**config.mk**
```make
export PLATFORM = sky130hd
export DESIGN_NAME = uart_tx_flat
export DESIGN_NICKNAME = d
export VERILOG_FILES = /design/src/rtl/uart_tx_if.sv /design/src/rtl/uart_tx.sv /design/src/flat_wrapper.sv
export SDC_FILE = /design/constraint.sdc
export NUM_CORES = 1
export LEC_CHECK = 0
export BUFFER_PORTS_ARGS = -buffer_cell sky130_fd_sc_hd__buf_2
export CAP_MARGIN = 20
export CORE_MARGIN = 2
export CORE_UTILIZATION = 55
export DETAILED_ROUTE_END_ITERATION = 7
export HOLD_SLACK_MARGIN = 0.05
export PLACE_DENSITY = 0.84
export SYNTH_ARGS = -nofsm -noshare
export SYNTH_HDL_FRONTEND = slang
export SYNTH_SLANG_ARGS = --single-unit
```
**constraint.sdc**
```tcl
create_clock -name clk -period 2.25 [get_ports clk]
set_input_delay 0.45 -clock clk [delete_from_list [all_inputs] [get_ports clk]]
set_output_delay 0.45 -clock clk [all_outputs]
set_load 0.01 [all_outputs]
```
**src/rtl/uart_tx_if.sv**
```systemverilog
// Byte-in / serial-out handshake bundle for uart_tx.
// master: the byte source. slave: the transmitter.
interface uart_tx_if;
    logic [7:0] data;
    logic       start;
    logic       ready;
    logic       tx;

    modport master (output data, output start, input ready, input tx);
    modport slave  (input data, input start, output ready, output tx);
endinterface

```
**src/rtl/uart_tx.sv**
```systemverilog
// 8N1 UART transmitter; each serial bit is held for BAUD clocks.
// Define UART_TX_START_EDGE_EN to launch on a rising edge of start instead of its level.
module uart_tx #(
    parameter int unsigned BAUD = 434
) (
    input  logic      clk,
    input  logic      rst,
    uart_tx_if.slave  bus
);

    typedef enum logic [1:0] {IDLE, START, DATA, STOP} state_t;

    localparam logic [17:0] BAUD_LAST = 18'(BAUD - 1);

    state_t      state_q, state_d;
    logic [17:0] baud_cnt_q, baud_cnt_d;
    logic [2:0]  bit_idx_q, bit_idx_d;
    logic [7:0]  shift_q, shift_d;
    logic        tx_q, tx_d;
    logic        launch;
    logic        bit_done;

`ifdef UART_TX_START_EDGE_EN
    logic start_q, start_d;
    assign start_d = bus.start;
    assign launch  = (state_q == IDLE) && bus.start && !start_q;
`else
    assign launch  = (state_q == IDLE) && bus.start;
`endif

    assign bit_done = (baud_cnt_q == BAUD_LAST);

    always_ff @(posedge clk or negedge rst) begin
        if (!rst) begin
            state_q    <= IDLE;
            baud_cnt_q <= '0;
            bit_idx_q  <= '0;
            shift_q    <= '0;
            tx_q       <= 1'b1;
`ifdef UART_TX_START_EDGE_EN
            start_q    <= 1'b0;
`endif
        end else begin
            state_q    <= state_d;
            baud_cnt_q <= baud_cnt_d;
            bit_idx_q  <= bit_idx_d;
            shift_q    <= shift_d;
            tx_q       <= tx_d;
`ifdef UART_TX_START_EDGE_EN
            start_q    <= start_d;
`endif
        end
    end

    always_comb begin
        state_d = state_q;
        case (state_q)
            IDLE:  if (launch)                       state_d = START;
            START: if (bit_done)                     state_d = DATA;
            DATA:  if (bit_done && bit_idx_q == 3'd7) state_d = STOP;
            STOP:  if (bit_done)                     state_d = IDLE;
            default:                                 state_d = IDLE;
        endcase
    end

    // The counter restarts at every bit boundary, so bit lengths never accumulate error.
    always_comb begin
        baud_cnt_d = baud_cnt_q;
        bit_idx_d  = bit_idx_q;
        shift_d    = shift_q;
        tx_d       = tx_q;
        case (state_q)
            IDLE: begin
                baud_cnt_d = '0;
                bit_idx_d  = '0;
                tx_d       = 1'b1;
                if (launch) begin
                    shift_d = bus.data;
                    tx_d    = 1'b0;
                end
            end
            START: begin
                if (bit_done) begin
                    baud_cnt_d = '0;
                    bit_idx_d  = '0;
                    tx_d       = shift_q[0];
                    shift_d    = shift_q >> 1;
                end else begin
                    baud_cnt_d = baud_cnt_q + 18'd1;
                end
            end
            DATA: begin
                if (bit_done) begin
                    baud_cnt_d = '0;
                    if (bit_idx_q == 3'd7) begin
                        tx_d = 1'b1;
                    end else begin
                        bit_idx_d = bit_idx_q + 3'd1;
                        tx_d      = shift_q[0];
                        shift_d   = shift_q >> 1;
                    end
                end else begin
                    baud_cnt_d = baud_cnt_q + 18'd1;
                end
            end
            STOP: begin
                tx_d = 1'b1;
                if (bit_done) begin
                    baud_cnt_d = '0;
                end else begin
                    baud_cnt_d = baud_cnt_q + 18'd1;
                end
            end
            default: begin
                baud_cnt_d = '0;
                tx_d       = 1'b1;
            end
        endcase
    end

    assign bus.ready = (state_q == IDLE);
    assign bus.tx    = tx_q;

endmodule

```
**src/flat_wrapper.sv**
```systemverilog
// flat-port wrapper written by rule: the top's interface ports become plain ports
module uart_tx_flat 
#(
    parameter int unsigned BAUD = 434
)
  (clk, rst, bus_data, bus_start, bus_ready, bus_tx);
  uart_tx_if bus_i ();
  input  logic clk;
  input  logic rst;
  input wire logic [$bits(bus_i.data)-1:0] bus_data;
  input wire logic [$bits(bus_i.start)-1:0] bus_start;
  output wire logic [$bits(bus_i.ready)-1:0] bus_ready;
  output wire logic [$bits(bus_i.tx)-1:0] bus_tx;
  assign bus_i.data = bus_data;
  assign bus_i.start = bus_start;
  assign bus_ready = bus_i.ready;
  assign bus_tx = bus_i.tx;
  uart_tx #(.BAUD(BAUD)) u_core (.clk(clk), .rst(rst), .bus(bus_i));
endmodule
```
After elaboration in Yosys (flattened, before gate mapping)
Cells that the tools add are included.

Flip-flop bits (word level): 32. Input port bits: 11.

$add $sub $neg: 2. Equal/unequal tests: 11. Multiplexer cells: 21. Reduce and logical (&&, ||, !) cells: 9.

Operators with widths (number): 18-bit case mux with 2 select lines (1); 8-bit two-way mux (4); 8-bit case mux with 3 select lines (1); 18-bit by 1-bit adder with 18-bit output, second input constant (1); 18-bit by 9-bit == test with 1-bit output, second input constant (1); 18-bit two-way mux (1); 2-bit by 1-bit inequality test with 1-bit output, second input constant (5); 3-bit two-way mux (3); 3-bit case mux with 3 select lines (1); 2-bit two-way mux (4); 2-bit case mux with 4 select lines (1); 4-bit AND reduction (2); 5-bit AND reduction (1); 2-bit == test, second input constant (2); 1-bit two-way mux (4); 1-bit case mux with 4 select lines (1); 3-bit by 1-bit adder with 3-bit output, second input constant (1); 3-bit == test, second input constant (1); 3-bit nonzero test (1); 3-bit OR reduction (1); 2-bit by 1-bit == test with 1-bit output, second input constant (1); 1-bit logical AND (2); 2-bit logical NOT (1); 2-bit inequality test, second input constant (1); 2-bit AND reduction (1).

Longest topological paths before layout
Depth in word-level cells: 4. Depth in mapped cells: 9. Gate-level depth less buffers: 7.

Worst setup path before layout
OpenSTA, ideal clock, no wires.

Path kind: register -> register. From: register u_core.baud_cnt_q[1]. To: register u_core.bit_idx_q[0]. Arrival time: 1904 ps. Slack: 225 ps. Cell stages (with the launch flop): 8. Cell sequence: dfrtp_1 inv_1 ha_1 nor3b_1 nand3_1 nor4_4 mux2_2 a22o_1.

Cells in the longest elaborated chain, start to end: 3. Elaborated cells between the ends (all ways): 4. Those cells by class: 3 x eq/ne; 1 x reduce/logical.

RTL lines: start: declaration (RTL line uart_tx.sv:16) `logic [17:0] baud_cnt_q, baud_cnt_d;`; start signal: assignment (RTL line uart_tx.sv:45) `baud_cnt_q <= baud_cnt_d;`; 18-bit by 9-bit == test with 1-bit output (*) (RTL line uart_tx.sv:31) `assign bit_done = (baud_cnt_q == BAUD_LAST);`; 2-bit by 1-bit inequality test with 1-bit output (no source line); 4-bit AND reduction (no source line) (*); end signal: assignment (RTL line uart_tx.sv:46) `bit_idx_q <= bit_idx_d;`; end: declaration (RTL line uart_tx.sv:17) `logic [2:0] bit_idx_q, bit_idx_d;`.

Mark *: on every way between the ends. The rest lies on a longest branch, timed or not. A chain may end at the register's enable or synchronous reset.

Worst setup path after layout
Ends and elaborated chain as after synthesis.

==> impl_metrics.json <==
{
  "clock_latency_ns": 0.35,
  "fmax_mhz": 494,
  "vias": 1248,
  "cp.arrival_ns": 2.26,
  "period_share_pct": 89.9,
  "n_antenna_cell": 0,
  "setup_tns_ns": 0,
  "comb_power_share_pct": 2.0,
  "first_iter_violations": 59,
  "internal_power_mw": 0.729,
  "slew_headroom_pct": 54.1,
  "fillers": 258,
  "synth_cell_types": 33,
  "post-place-ws_ns": 0.237,
  "cp_max_fo": 6,
  "io_buffers": 12,
  "rows": 20,
  "yosysWarningCount": 0,
  "h-tree-depth": 2,
  "dpl_cell_area_sq_um": 1850,
  "fp.dieH_um": 60.5,
  "ant_nets": 0,
  "io_pins": 13,
  "seq_area_frac_synth_pct": 45.8,
  "worst_pin_slew_ns": 0.688,
  "finalWeightedCongestion": 0.886,
  "stdcell_area_sq_um": 1910,
  "syn2layout_area_growth_pct": 9.21,
  "final-setup-viol-count": 0,
  "reg2reg_depth": 7,
  "hold_path_class": "input port to async pin",
  "clk_pin_slew_ns": 0.10,
  "p_sw_share_pct": 21.8,
  "power_density_nw_per_um2": 487,
  "maxSlewViolCount": 0,
  "die_w_um": 60.5,
  "status": "finished clean",
  "fin_crit_ns": 2.02,
  "fin_nets": 204,
  "hold_viol": 0,
  "drc": 0,
  "clkSinkCount": 32,
  "syn_inst": 168,
  "core_area_sq_um": 3050,
  "post_route_cells_drive_above_1_share_pct": 23.2,
  "synth_fp_nets": 188,
  "netSwitchingPower_mw": 0.204,
  "ys_seq_elements": 32,
  "dp_cells": 221,
  "maxCapViolations": 0,
  "cts_setup_buffers": 0,
  "worstReg2RegEnd": "u_core.bit_idx_q[0]$_DFFE_PN0P_",
  "cts-root-buf": "clkbuf_4",
  "finalWirelength_um": 3090,
  "pwr-share-clk_pct": 36.4,
  "grt_max_degree": 33,
  "cts_buffer_depth": 2,
  "setup.worst_path.end_class": "register",
  "antenna_found_initial": 0,
  "first_global_vias": 1270,
  "rsz0062_at_grt": "false",
  "seq_power_share_pct": 61.6,
  "stdcell_count": 229,
  "avgRoutedWirePerCell_um": 13.5,
  "skew_ns": 0.0161,
  "gr-total-overflow": 0,
  "dieArea_sq_um": 3650,
  "leakagePower_nw": 0.965,
  "vdd_drop_max_mv": 0.415,
  "postCtsHoldBufs": 0,
  "ctsResizeCount": 0,
  "cp-startpoint": "u_core.baud_cnt_q[1]$_DFF_PN0_",
  "rrSetupSlack_ns": 0.23,
  "finalWorstSetupSlack_ns": 0.227,
  "syn_area_sq_um": 1750,
  "cts_buffers": 5,
  "start_util_pct": 57.4,
  "start_kind": "register",
  "drt_first_pass_iters": 4,
  "required_ns": 2.49,
  "grt_usage_pct": 20.1,
  "place_hpwl_um": 2290,
  "grt_pass1_wl_um": 5330,
  "layout.core_utilization_pct": 62.7,
  "critPathKind": "register to register",
  "timing.rr.start": "u_core.baud_cnt_q[1]$_DFF_PN0_",
  "avgSynthCellArea_sq_um": 10.4,
  "cts_tree": "done",
  "viasPerCell": 5.45
}
[state kept, by name, summed over array words and instances (netlist names)]
register,cells
u_core.shift_q,8
u_core.bus.tx,1
u_core.state_q,2
u_core.bit_idx_q,3
u_core.baud_cnt_q,18
[routing by layer]
metal | global-route usage [%] | wire, um | vias to the layer above
met5 | 0 | 0 | -
met3 | 4.90 | 118 | 10
met2 | 34.0 | 1590 | 34
li1 | - | - | 605
met4 | 13.7 | 88 | 0
met1 | 22.3 | 1300 | 599
[how the worst max path moves through the flow]
stage,depth (start not counted),endpoint,slack (ns)
detailed placement,7,u_core.bit_idx_q[0]$_DFFE_PN0P_,0.24
global placement,7,u_core.bit_idx_q[0]$_DFFE_PN0P_,0.28
CTS,7,u_core.bit_idx_q[0]$_DFFE_PN0P_,0.22
floorplan,7,u_core.bit_idx_q[0]$_DFFE_PN0P_,0.23
global route,7,u_core.bit_idx_q[1]$_DFFE_PN0P_,0.06
finish,7,u_core.bit_idx_q[0]$_DFFE_PN0P_,0.23
[worst max-delay path: stages, from the launching register on]
cell and delay (ns):
dfrtp_1 0.42, inv_1 0.07, ha_1 0.12, nor3b_1 0.18
nand3_1 0.15, nor4_4 0.43, mux2_2 0.39, a22o_1 0.18
[layout make-up]
cell class,count,area (sq um),share of cell area (%)
Clock buffer,6,51.3,2.68
Clock inverter,2,10.0,0.523
Inverter,8,30.0,1.57
Multi-Input combinational cell,123,891,46.5
Sequential cell,32,802,41.9
Tap cell,44,55.1,2.88
Timing Repair Buffer,14,75.1,3.92
[metrics by stage]
stage | power [mW] | hold slack [ns]
after floorplan | 0.587 | 0.154
after global placement | 0.605 | 0.482
after detailed placement | 0.606 | 0.490
after CTS | 0.950 | 0.150
after global routing | 0.983 | 0.173
final | 0.933 | 0.131
[cell usage after synthesis (all sizes together)]
master | count | area, sq um
a22o | 3 | 26.3
nor4 | 4 | 40.0
or2 | 1 | 6.26
nor3 | 3 | 15.0
mux2i | 2 | 20.0
xor2 | 11 | 96.3
o21ai | 3 | 26.3
o22ai | 1 | 6.26
buf | 3 | 22.5
nor2 | 28 | 105
o21a | 1 | 7.51
mux2 | 18 | 203
inv | 8 | 30.0
a31oi | 1 | 6.26
dfstp | 1 | 26.3
nor2b | 2 | 12.5
xnor2 | 5 | 43.8
clkbuf | 2 | 7.51
dfrtp | 31 | 776
nand3 | 9 | 45.0
and3 | 2 | 12.5
a21o | 1 | 7.51
nand2 | 8 | 30.0
nor3b | 1 | 7.51
and2 | 1 | 6.26
nand4 | 5 | 31.3
a21oi | 3 | 15.0
ha | 9 | 113
and4 | 1 | 8.76
[power groups by stage]
stage	clock network (mW)	logic, mW	registers (mW)
3_3_place_gp	0	0.0194	0.586
6_report	0.339	0.0189	0.575
5_1_grt	0.385	0.0223	0.575
2_1_floorplan	0	0.000392	0.586
4_1_cts	0.355	0.0203	0.575
3_5_place_dp	0	0.0202	0.586
[cells by family after synthesis]
| family | share of synthesized area (%) |
|---|---|
| AO/OA/AOI/OAI | 5.43 |
| adder cells (fa/ha/maj) | 6.42 |
| buffers and inverters | 3.43 |
| XOR/XNOR | 7.99 |
| flip-flops | 45.8 |
| AND/OR/NAND/NOR | 18.3 |
| multiplexers | 12.7 |
[cells in the final DEF (no fill, tap or decap), types with 5 or more instances in the layout]
| cell type | synthesis | layout |
|---|---|---|
| ha_1 | 9 | 9 |
| buf_2 | 0 | 12 |
| dfrtp_1 | 31 | 31 |
| clkbuf_4 | 0 | 5 |
| nand2_1 | 8 | 8 |
| nand4_1 | 5 | 5 |
| mux2_2 | 18 | 18 |
| xnor2_1 | 5 | 5 |
| xor2_1 | 11 | 11 |
| nor2_1 | 28 | 28 |
| inv_1 | 8 | 8 |
| nand3_1 | 9 | 9 |
Power figures use the tool's default switching activity.
